$ cat config.mk
export PLATFORM = sky130hd
export DESIGN_NAME = shreg_rs
export DESIGN_NICKNAME = d
export VERILOG_FILES = /design/src/rtl/shreg_pkg.sv /design/src/rtl/shreg_rs.sv
export SDC_FILE = /design/constraint.sdc
export NUM_CORES = 1
export LEC_CHECK = 0
export BUFFER_PORTS_ARGS = -buffer_cell sky130_fd_sc_hd__buf_4
export CAP_MARGIN = 20
export CORE_MARGIN = 3
export CORE_UTILIZATION = 35
export DETAILED_ROUTE_END_ITERATION = 10
export GPL_ROUTABILITY_DRIVEN = 0
export PLACE_DENSITY = 0.71
export SLEW_MARGIN = 20
export SYNTH_ARGS = -nofsm -noshare
export SYNTH_HDL_FRONTEND = slang
export SYNTH_SLANG_ARGS = --single-unit
$ cat constraint.sdc
create_clock -name clk -period 1.8 [get_ports clk]
set_clock_uncertainty 0.2 [all_clocks]
set_input_delay 0.27 -clock clk [delete_from_list [all_inputs] [get_ports clk]]
set_output_delay 0.27 -clock clk [all_outputs]
set_load 0.005 [all_outputs]
$ cat src/rtl/shreg_pkg.sv
// Shared definitions for the shreg_rs register/serialiser.
//   - MODE_* : 3-bit operation select used while the register is idle.
//   - state_t: two-state serialiser FSM encoding (idle / shifting out).
package shreg_pkg;

    localparam logic [2:0] MODE_HOLD = 3'b000;
    localparam logic [2:0] MODE_LOAD = 3'b001;
    localparam logic [2:0] MODE_SHL  = 3'b010;
    localparam logic [2:0] MODE_SHR  = 3'b011;
    localparam logic [2:0] MODE_ROL  = 3'b100;
    localparam logic [2:0] MODE_ROR  = 3'b101;
    localparam logic [2:0] MODE_CLR  = 3'b110;
    localparam logic [2:0] MODE_SET  = 3'b111;

    typedef enum logic {
        ST_IDLE  = 1'b0,
        ST_SHIFT = 1'b1
    } state_t;

endpackage

$ cat src/rtl/shreg_rs.sv
// shreg_rs: WIDTH-bit general-purpose register with synchronous active-low
// reset (r) and preset (s), mode-selected load/shift/rotate/clear/set, and a
// built-in serialiser that transmits a loaded word MSB-first on sol.
//
// Ports:
//   clk   in          rising-edge clock
//   r     in          synchronous reset, active-low, highest priority
//   s     in          synchronous preset, active-low, loads PRESET, aborts transmit
//   en    in          enable for mode operations and serial shifting
//   mode  in  [2:0]   operation select while idle (see shreg_pkg)
//   start in          begin serial transmit of d (ignored while busy)
//   d     in  [W-1:0] parallel data
//   sil   in          serial input entering at the LSB (SHL and transmit)
//   sir   in          serial input entering at the MSB (SHR)
//   q     out [W-1:0] register contents
//   sol   out         q[WIDTH-1]
//   sor   out         q[0]
//   busy  out         serial transmit in progress
//   done  out         one-cycle pulse after the final serial shift
module shreg_rs
    import shreg_pkg::*;
#(
    parameter int               WIDTH  = 8,
    parameter logic [WIDTH-1:0] PRESET = '1
) (
    input  logic             clk,
    input  logic             r,
    input  logic             s,
    input  logic             en,
    input  logic [2:0]       mode,
    input  logic             start,
    input  logic [WIDTH-1:0] d,
    input  logic             sil,
    input  logic             sir,
    output logic [WIDTH-1:0] q,
    output logic             sol,
    output logic             sor,
    output logic             busy,
    output logic             done
);

    localparam int            CW       = $clog2(WIDTH);
    localparam logic [CW-1:0] CNT_LAST = CW'(WIDTH - 1);

    state_t           state, state_next;
    logic [CW-1:0]    cnt, cnt_next;
    logic [WIDTH-1:0] q_next;
    logic             done_next;

    // State register: reset beats preset, preset beats all normal operation.
    always_ff @(posedge clk) begin
        if (!r) begin
            q     <= '0;
            state <= ST_IDLE;
            cnt   <= '0;
            done  <= 1'b0;
        end else if (!s) begin
            q     <= PRESET;
            state <= ST_IDLE;
            cnt   <= '0;
            done  <= 1'b0;
        end else begin
            q     <= q_next;
            state <= state_next;
            cnt   <= cnt_next;
            done  <= done_next;
        end
    end

    // Next-state / datapath mux. mode is only decoded in the idle, enabled,
    // no-start branch, so an undriven mode cannot leak into q otherwise.
    always_comb begin
        q_next     = q;
        state_next = state;
        cnt_next   = cnt;
        done_next  = 1'b0;
        case (state)
            ST_IDLE: begin
                if (start) begin
                    // Load for transmit regardless of en.
                    q_next     = d;
                    cnt_next   = '0;
                    state_next = ST_SHIFT;
                end else if (en) begin
                    case (mode)
                        MODE_HOLD: q_next = q;
                        MODE_LOAD: q_next = d;
                        MODE_SHL:  q_next = {q[WIDTH-2:0], sil};
                        MODE_SHR:  q_next = {sir, q[WIDTH-1:1]};
                        MODE_ROL:  q_next = {q[WIDTH-2:0], q[WIDTH-1]};
                        MODE_ROR:  q_next = {q[0], q[WIDTH-1:1]};
                        MODE_CLR:  q_next = '0;
                        MODE_SET:  q_next = PRESET;
                        default:   q_next = q;
                    endcase
                end
            end
            ST_SHIFT: begin
                // en=0 stalls everything; start is ignored while shifting.
                if (en) begin
                    q_next = {q[WIDTH-2:0], sil};
                    if (cnt == CNT_LAST) begin
                        state_next = ST_IDLE;
                        cnt_next   = '0;
                        done_next  = 1'b1;
                    end else begin
                        cnt_next = cnt + CW'(1);
                    end
                end
            end
            default: state_next = ST_IDLE;
        endcase
    end

    assign sol  = q[WIDTH-1];
    assign sor  = q[0];
    assign busy = (state == ST_SHIFT);

endmodule

### Word-level counts from Yosys, hierarchy flattened

Cells that the tools add are included.

| word-level totals | value |
|---|---|
| register bits | 13 |
| output and inout bits | 12 |

| cells by class | value |
|---|---|
| bitwise logic cells | 1 |
| mux-type cells | 15 |
| reductions and logical operators | 5 |
| $add $sub $neg | 1 |
| eq/ne operators | 13 |

Operators with widths:

| cell | count |
|---|---|
| case mux 8 bit (7 select lines) | 1 |
| two-way mux 8 bit | 4 |
| case mux 8 bit (2 select lines) | 1 |
| equality test 3 bit, second input constant | 5 |
| two-way mux 3 bit | 3 |
| != test 4 bit, second input constant | 2 |
| equality test 3 x 2 -> 1 bit, second input constant | 2 |
| case mux 3 bit (2 select lines) | 1 |
| two-way mux 1 bit | 4 |
| != test 2 bit, second input constant | 2 |
| AND reduction 2 bit | 2 |
| AND reduction 4 bit | 1 |
| adder 3 x 1 -> 3 bit, second input constant | 1 |
| equality test 3 x 1 -> 1 bit, second input constant | 1 |
| logical NOT 3 bit | 1 |
| != test 3 bit, second input constant | 1 |
| AND reduction 3 bit | 1 |
| case mux 1 bit (2 select lines) | 1 |
| inverter 1 bit | 1 |

### Logic depth before layout (Yosys ltp)

Gate-level depths: netlist of run 1.

| depth | value |
|---|---|
| depth after elaboration | 6 |
| gate-level depth with buffers | 6 |
| gate-level depth less buffers | 5 |

### Worst setup path before layout of run 1

No wires, ideal clock.

| timing | value |
|---|---|
| kind | input to register |
| start | input mode[2] |
| end | register q[0] |
| stages | 4 |
| path slack | 0.292 ns |
| data required time | 1.481 ns |
| data arrival time | 1.190 ns |
| cell sequence | buf_6 -> o41ai_2 -> nand3_2 -> o221a_2 |

| on the way | value |
|---|---|
| word-level cells in the longest chain between the ends | 6 |

RTL lines:

| element | line | text |
|---|---|---|
| start: declaration | shreg_rs.sv:30 | `input logic [2:0] mode,` |
| equality test 3 bit (tied with other cells) | shreg_rs.sv:85 | `case (mode)` |
| case mux 8 bit (7 select lines) | shreg_rs.sv:85 |  |
| two-way mux 8 bit | shreg_rs.sv:84 | `end else if (en) begin` |
| two-way mux 8 bit | shreg_rs.sv:79 | `if (start) begin` |
| case mux 8 bit (2 select lines) | shreg_rs.sv:77 | `case (state)` |
| two-way mux 8 bit | shreg_rs.sv:57 | `end else if (!s) begin` |
| end signal: assignment | shreg_rs.sv:63 | `q <= q_next;` |
| end: declaration | shreg_rs.sv:35 | `output logic [WIDTH-1:0] q,` |

Parallel ways exist; a longest one is shown, timed or not. The select of a mux whose other input is x is not followed.
A chain may end at the register's enable or synchronous reset.

### Worst setup path in the final report of run 1

| timing | value |
|---|---|
| start | register state (netlist: busy) |
| end | output busy |

RTL lines:

| element | line | text |
|---|---|---|
| start: declaration | shreg_rs.sv:45 | `state_t state, state_next;` |
| start signal: assignment | shreg_rs.sv:64 | `state <= state_next;` |
| end: declaration | shreg_rs.sv:38 | `output logic busy,` |

No word-level cell between the ends.

==> flow_summary.ini, run 1 <==
[global_route]
grt_max_degree = 20
use_met2_pct = 24.5
met3_usage_pct = 3.71
gr-usage-met1_pct = 19.0
grt_pass1_wl_mm = 3.93
grt_pass1_vias = 891
overflow = 0
grtUsageTotal_pct = 15.6
grt_antenna_before_repair = 0
top_usage_layer = met2

[placed_design]
io_buffer_count = 29
place_area_um2 = 1070
place_worst_setup_slack_ps = 134
dpl.hpwl_mm = 1.75

[power]
peakVddDrop_mv = 0.277
p_leak_nw = 0.447
p_per_area_nw_per_um2 = 649

[min_path]
hp-class = input pin to register

[logic_synthesis]
syn_inst = 111
synthTopCellsByCount = nor2_1 (18), o21ai_0 (16), dfxtp_1 (13), nand2_1 (13), a31oi_1 (6)
synth_area_um2 = 881
avgSynthCellArea_um2 = 7.94
ys_warn_count = 0
synthArstFlopShare_pct = 0
yosysSeqAreaShare_pct = 29.5
syn_nets = 131
synth_top_area_share_pct = 29.5
synth_seq_cells = 13
yosysMostFrequentCell = nor2_1
synthFlopType = dfxtp_1
yosys.area.top_type = dfxtp_1
synth-edff-count = 0
synth_cell_types = 37
yosys-top-cells-area = dfxtp_1 (30%), o21ai_0 (9.1%), nor2_1 (7.7%), a311o_1 (5.7%), nand2_1 (5.5%)

[cells_and_area]
ff_latch_area_um2 = 260
antenna_cells = 0
stdcell_area_um2 = 1090
area_growth_pct = 24.3
layout-drive-gt1-share_pct = 28.7
final_nets = 157
multiInputGateArea_um2 = 544
nFillCells = 245

[die]
start_util_pct = 38.3
rows = 17
die_x_um = 56.2
io_pins = 30
die_y_um = 56.2
die_area_um2 = 3150
core_area_um2 = 2300

[clock_tree]
clkTransAtPathRegs_ps = 80
clock-sinks = 13
cts_tree = built
cts-root-buf = clkbuf_4
cts_buffers = 3
insertion_delay_ps = 280
cts_resized = 0
clk_path_buf_depth = 2
h-tree-depth = 1
cts_setup_buffers = 0
ctsHoldBuffers = 0

[routing]
routed_wl_mm = 2.39
ant_nets = 0
drc = 0
firstDrtPassIters = 4
post_drt_wl_per_cell_um = 14.6
vias_per_cell = 5.77
vias = 946
drt_iter0_markers = 41

[sta]
period_share_pct = 87.8
fin_ws_ps = 220
rsz0062_at_grt = false
fin_crit_ps = 1580
finalHoldViolations = 0
clock.fmax_ghz = 0.633
setup_violations = 0
maxSlewViolCount = 0
final.setup.tns_ps = 0
worst_pin_slew_ps = 460
slew_headroom_pct = 69.3

[run]
cap_violations = 0

[critical_path]
path_max_fanout = 19
critPathKind = register to output port
cp.arrival_ps = 1110
critPathCaptureType = output port
worstPathRequired_ps = 1330
critPathLaunchType = register

[status]
status = finished clean
-- flip-flops by register name, indices dropped and copies added, names as in the netlist --
signal,flops
q,8
cnt,3
busy,1
done,1
-- kinds of logic after synthesis --
logic type / synth area share (%)
AO/OA/AOI/OAI: 36.8
XOR/XNOR: 0.994
adder cells (fa/ha/maj): 2.84
buffers and inverters: 8.66
flip-flops: 29.5
multiplexers: 1.14
AND/OR/NAND/NOR: 20.0
-- area by class of cell --
type | count | area share [%]
well taps | 28 | 3.20
multi-input cells | 88 | 49.7
clock buffers | 4 | 2.40
flip-flops and latches | 13 | 23.8
inverters | 1 | 0.343
repair buffers | 30 | 20.6
-- per-layer routing --
metal,wire length [um],up-vias
met4,78,0
met1,1060,436
met5,0,-
li1,-,464
met2,1100,38
met3,152,8
-- final timing paths --
kind / depth (start not counted) / slack, ps / startpoint / end
setup reg to reg: 4 / 300 / q[0] / q[7]
hold reg to reg: 2 / 310 / cnt[2] / cnt[2]
hold / removal: 3 / 90 / r / q[4]
setup / recovery: 2 / 220 / busy / busy
-- critical path, cell delays in order (launching register included) --
cell,delay [ps]
dfxtp_1,410
buf_4,270
buf_4,150
-- where the power goes --
group | leakage [nW] | total [mW] | switching, mW | internal, mW
Combinational | 0.325 | 0.193 | 0.0923 | 0.101
Sequential | 0.108 | 0.332 | 0.0255 | 0.307
Clock | 0.0150 | 0.186 | 0.0994 | 0.0861
Total | 0.447 | 0.711 | 0.217 | 0.494
-- layout by cell type, fill, tap and decap left out, drive strengths merged --
master / n
a311o: 5
buf: 30
a311oi: 2
a21o: 1
nor3b: 1
a22o: 1
o21ba: 1
dfxtp: 13
a21boi: 1
mux2i: 1
nor3: 2
a211oi: 1
nand3: 2
clkbuf: 4
a32oi: 2
a31oi: 6
o21ai: 17
ha: 2
nor4: 1
xor2: 1
or2b: 1
o41ai: 1
and2: 1
nand2b: 1
inv: 1
a21oi: 3
o221a: 3
nand2: 13
nor2: 18
-- per-stage QoR --
step	utilization [%]	power, mW	std cells	hold WS [ps]
6_report	47.7	0.711	164	90.8
5_1_grt	47.7	0.760	164	75.2
4_1_cts	47.7	0.710	164	91.3
3_5_place_dp	46.5	0.531	160	290
3_3_place_gp	46.5	0.528	160	272
2_1_floorplan	-	0.451	111	226
Power figures use the tool's default switching activity.
==> inputs of run 2 (changes only) <==
==> constraint.sdc (replaced) <==
create_clock -name clk -period 1.8 [get_ports clk]
set_clock_uncertainty 0.2 [all_clocks]
set_input_delay 0.18 -clock clk [delete_from_list [all_inputs] [get_ports clk]]
set_output_delay 0.18 -clock clk [all_outputs]
set_load 0.005 [all_outputs]
==> run 2 against run 1 <==
Net effect: utilization unchanged; final cell count unchanged; global-route usage decreased by 0.15 points; largest cell class unchanged.
==> flow_summary.ini, run 2 (synthesized netlist as in run 1, its figures left out) <==
[power]
p_clk_share_pct = 25.4
p_leak_nw = 0.447
netSwitchingPower_mw = 0.211
comb_power_share_pct = 27.3
p_sw_share_pct = 30.0
power_frac_seq_pct = 47.3
peakVddDrop_mv = 0.277
internal_power_mw = 0.493
p_per_area_nw_per_um2 = 643

[global_route]
grt_pass1_wl_mm = 4.00
grt_pass1_vias = 913
overflow = 0
grt_max_degree = 20
grt_antenna_before_repair = 0
grtUsageTotal_pct = 15.5

[die]
io_pins = 30
die_area_um2 = 3150
die_y_um = 56.2
start_util_pct = 38.3
core_area_um2 = 2300
rows = 17
die_x_um = 56.2

[routing]
vias_per_cell = 5.80
post_drt_wl_per_cell_um = 14.4
drc = 0
drt_iter0_markers = 22
firstDrtPassIters = 4
ant_nets = 0
routed_wl_mm = 2.36
vias = 952

[sta]
setup_violations = 0
finalHoldViolations = 0
maxSlewViolCount = 0
slew_headroom_pct = 72.9
final.setup.tns_ps = 0
rsz0062_at_grt = false
clock.fmax_ghz = 0.661
fin_hold_ws_ps = 11.9
period_share_pct = 84.1
fin_ws_ps = 287
worst_pin_slew_ps = 405
fin_crit_ps = 1510

[cells_and_area]
multiInputGateArea_um2 = 544
layout-drive-gt1-share_pct = 28.7
ff_latch_area_um2 = 260
antenna_cells = 0
final_cell_mix = buf_4 (30), nor2_1 (18), o21ai_0 (16), nand2_1 (13), dfxtp_1 (13)
largest_reg_flops = 8
top_register = q
final_nets = 157
nFillCells = 244
area_growth_pct = 24.3
reg_top3 = q x8, cnt x3
layout_commonest_cell = buf_4

[clock_tree]
cts_resized = 0
cts_buffers = 3
clock-sinks = 13
insertion_delay_ps = 270
ctsHoldBuffers = 0
clkTransAtPathRegs_ps = 80
clk_path_buf_depth = 2
h-tree-depth = 1
cts_setup_buffers = 0
cts_tree = built
cts-root-buf = clkbuf_4

[critical_path]
critPathCaptureType = register
r2r_end = q[7]
max_stage_delay_ps = 440
worstPathCellList = o21ai_1 -> a22o_1 -> a211oi_1 -> o221a_1
endpoint = q[7]
reg2reg_slack_ps = 290
cpMaxStageDelayCell = dfxtp_1
critPathLaunchType = register
r2r-start = q[0]
critPathKind = register to register
cp.arrival_ps = 1530
startpoint = q[0]
worstPathRequired_ps = 1810
path_max_fanout = 6
ff2ff_path_depth = 4

[min_path]
hp-class = input pin to register

[placed_design]
dpl.hpwl_mm = 1.75
place_worst_setup_slack_ps = 251
io_buffer_count = 29

[run]
cap_violations = 0

[status]
status = finished clean
-- run 2: layout make-up --
class	count	area share, %
timing repair buffer	30	20.6
clock buffer	4	2.40
tap	28	3.20
sequential	13	23.8
inverter	1	0.343
multi-input combinational	88	49.7
-- run 2: routing by layer --
layer | global-route usage (%) | vias to the layer above | wire (um)
met1 | 20.0 | 452 | 1040
li1 | - | 464 | -
met3 | 2.09 | 2 | 131
met2 | 25.2 | 34 | 1160
met5 | 0 | - | 0
met4 | 7.46 | 0 | 23
-- run 2: how the worst min path moves through the flow --
stage | cells past startpoint | from | slack [ps] | endpoint
3_3_place_gp | 2 | cnt[2] | 270 | cnt[2]
2_1_floorplan | 2 | en | 140 | done
6_report | 3 | r | 10 | q[4]
4_1_cts | 3 | r | 1 | q[4]
5_1_grt | 2 | r | 5 | q[0]
3_5_place_dp | 2 | cnt[2] | 290 | cnt[2]
-- run 2: power by group through the flow --
| stage | combinational, mW | clock, mW | sequential (mW) |
|---|---|---|---|
| after global routing | 0.213 | 0.200 | 0.336 |
| final | 0.192 | 0.179 | 0.333 |
| after CTS | 0.194 | 0.187 | 0.332 |
| after detailed placement | 0.193 | 0 | 0.339 |
| after global placement | 0.190 | 0 | 0.338 |
| after floorplan | 0.117 | 0 | 0.333 |
-- run 2: critical path, delay by kind of cell, from the launching register on --
kind	cells	cell delay [ps]
flip-flops	1	440
AO/OA/AOI/OAI	4	810
-- run 2: through the flow --
| stage | cell area, um2 | utilization, % | total power [mW] | instances |
|---|---|---|---|---|
| final | 1090 | 47.7 | 0.704 | 164 |
| after global routing | 1090 | 47.7 | 0.749 | 164 |
| after CTS | 1090 | 47.7 | 0.713 | 164 |
| after detailed placement | 1070 | 46.5 | 0.532 | 160 |
| after global placement | 1070 | 46.5 | 0.528 | 160 |
| after floorplan | 881 | - | 0.451 | 111 |
==> inputs of run 3 (changes only) <==
--- a/config.mk
+++ b/config.mk
@@ -11,7 +11,7 @@
 export CORE_UTILIZATION = 35
 export DETAILED_ROUTE_END_ITERATION = 10
 export GPL_ROUTABILITY_DRIVEN = 0
-export PLACE_DENSITY = 0.71
+export PLACE_DENSITY = 0.73
 export SLEW_MARGIN = 20
 export SYNTH_ARGS = -nofsm -noshare
 export SYNTH_HDL_FRONTEND = slang
==> constraint.sdc (replaced) <==
create_clock -name clk -period 1.3 [get_ports clk]
set_clock_uncertainty 0.2 [all_clocks]
set_input_delay 0.13 -clock clk [delete_from_list [all_inputs] [get_ports clk]]
set_output_delay 0.13 -clock clk [all_outputs]
set_load 0.005 [all_outputs]
==> run 3 against run 2 <==
Net effect: the run now ends with setup timing left; setup slack worse by 380 ps; highest routed layer unchanged; utilization up 8.9 points; largest cell class unchanged; sequential cell count unchanged; maximum frequency up 8.8%.
==> flow_summary.ini, run 3 (synthesized netlist as in run 1, its figures left out) <==
[critical_path]
path_depth = 3
critPathCaptureType = register
max_stage_delay_ps = 360
worstPathRequired_ps = 1260
startpoint = busy
r2r-start = busy
path_max_fanout = 8
path_buf_inv = 0
ff2ff_path_depth = 3
cpMaxStageDelayCell = dfxtp_2
cp.arrival_ps = 1350
critPathKind = register to register
crit_family = compound AO/OA/AOI/OAI gates
critPathLaunchType = register
worstPathCellList = o41ai_4 -> nand3_4 -> o221a_1

[clock_tree]
cts_buffers = 3
cts_tree = built
insertion_delay_ps = 280
h-tree-depth = 1
cts_setup_buffers = 0
clock-sinks = 13
clkTransAtPathRegs_ps = 70
cts-root-buf = clkbuf_4
clk_path_buf_depth = 2

[global_route]
grt_max_degree = 15
overflow = 0
grtUsageTotal_pct = 16.3
grt_pass1_vias = 963
grt_antenna_before_repair = 0
grt_pass1_wl_mm = 4.25

[routing]
post_drt_wl_per_cell_um = 13.6
drc = 0
vias = 1009
firstDrtPassIters = 4
drt_iter0_markers = 17
vias_per_cell = 5.61
routed_wl_mm = 2.46
ant_nets = 0

[power]
peakVddDrop_mv = 0.815
internal_power_mw = 0.727
power_frac_seq_pct = 44.1
p_per_area_nw_per_um2 = 798
p_clk_share_pct = 23.9
comb_power_share_pct = 32.0
netSwitchingPower_mw = 0.310
p_sw_share_pct = 29.9
p_leak_nw = 0.533

[placed_design]
place_area_um2 = 1190
dpl.hpwl_mm = 1.82
place_inst = 174
place_worst_setup_slack_ps = -173
io_buffer_count = 29

[die]
die_x_um = 56.2
io_pins = 30
start_util_pct = 38.3
die_y_um = 56.2
rows = 17
die_area_um2 = 3150
core_area_um2 = 2300

[sta]
period_share_pct = 107
setup_violations = 8
final.setup.tns_ps = -386
fin_crit_ps = 1390
clock.fmax_ghz = 0.719
fin_ws_ps = -90.9
worst_pin_slew_ps = 475
rsz0062_at_grt = true
finalHoldViolations = 0
maxSlewViolCount = 0
slew_headroom_pct = 68.0

[cells_and_area]
final_cell_mix = buf_4 (44), nor2_1 (18), o21ai_0 (15), nand2_1 (13), dfxtp_1 (11)
largest_reg_flops = 8
top_register = q
stdcell_area_um2 = 1300
reg_top3 = q x8, cnt x3
stdcell_count = 180
layout-drive-gt1-share_pct = 40.1
layout_commonest_cell = buf_4
final_nets = 173
area_growth_pct = 47.4
antenna_cells = 0
final_core_util_pct = 56.5
nFillCells = 213

[run]
cap_violations = 0

[status]
status = complete, but fails checks
violations = setup timing

[min_path]
hold_depth = 3
min_from = en
hp-class = input pin to register
==> run 3: changes by cell type in the layout (fill, tap and decap cells not counted), moves of 2 or more <==
cell | previous run | this run
dlygate4sd3_1 | 0 | 2
dfxtp_1 | 13 | 11
dfxtp_2 | 0 | 2
buf_4 | 30 | 44
ha_1 | 2 | 0
ha_4 | 0 | 2
==> run 3: through the flow <==
| step | power (mW) | hold WS [ps] |
|---|---|---|
| after floorplan | 0.634 | 84.1 |
| after global placement | 0.771 | 237 |
| final | 1.04 | 18.7 |
| after CTS | 1.04 | 10.4 |
| after global routing | 1.10 | 44.2 |
| after detailed placement | 0.776 | 245 |
==> run 3: final timing paths <==
path	to	slack (ps)
worst min register to register	q[5]	320
worst max register to register	q[6]	-90
worst max-delay path	q[6]	-90
worst min-delay path	cnt[1]	20
==> run 3: layout make-up <==
| cell class | instances | area (um2) | area share, % |
|---|---|---|---|
| Multi-Input combinational cell | 88 | 621 | 47.8 |
| Sequential cell | 13 | 263 | 20.2 |
| Inverter | 1 | 3.75 | 0.289 |
| Clock buffer | 4 | 26.3 | 2.02 |
| Tap cell | 28 | 35.0 | 2.70 |
| Timing Repair Buffer | 46 | 350 | 27.0 |
==> run 3: repair_timing <==
action | 4_1_cts | 5_1_grt
hold endpoints to repair | 9 | 0
gates resized for setup | 5 | 6
pin swaps | 3 | 0
setup endpoints to repair | 11 | 13
hold buffers | 2 | 0
==> run 3: power by group through the flow <==
stage	clock network (mW)	logic, mW	registers, mW
after floorplan	0	0.172	0.463
after global placement	0	0.308	0.463
after detailed placement	0	0.312	0.464
after CTS	0.258	0.323	0.455
after global routing	0.277	0.361	0.460
final	0.248	0.331	0.457
==> run 3: worst reg2reg max path: stages, from the launching register on <==
cell	delay, ps
dfxtp_2	360
o41ai_4	280
nand3_4	160
o221a_1	280
==> run 3: layer usage <==
| layer | share of wire, % | vias to the layer above | routed length (um) | GRT usage (%) |
|---|---|---|---|---|
| met5 | 0 | - | 0 | 0 |
| met4 | 0.24 | 0 | 6 | 4.07 |
| met3 | 7.7 | 2 | 189 | 5.80 |
| met2 | 49 | 42 | 1210 | 26.5 |
| met1 | 43 | 464 | 1050 | 20.3 |
| li1 | - | 501 | - | - |
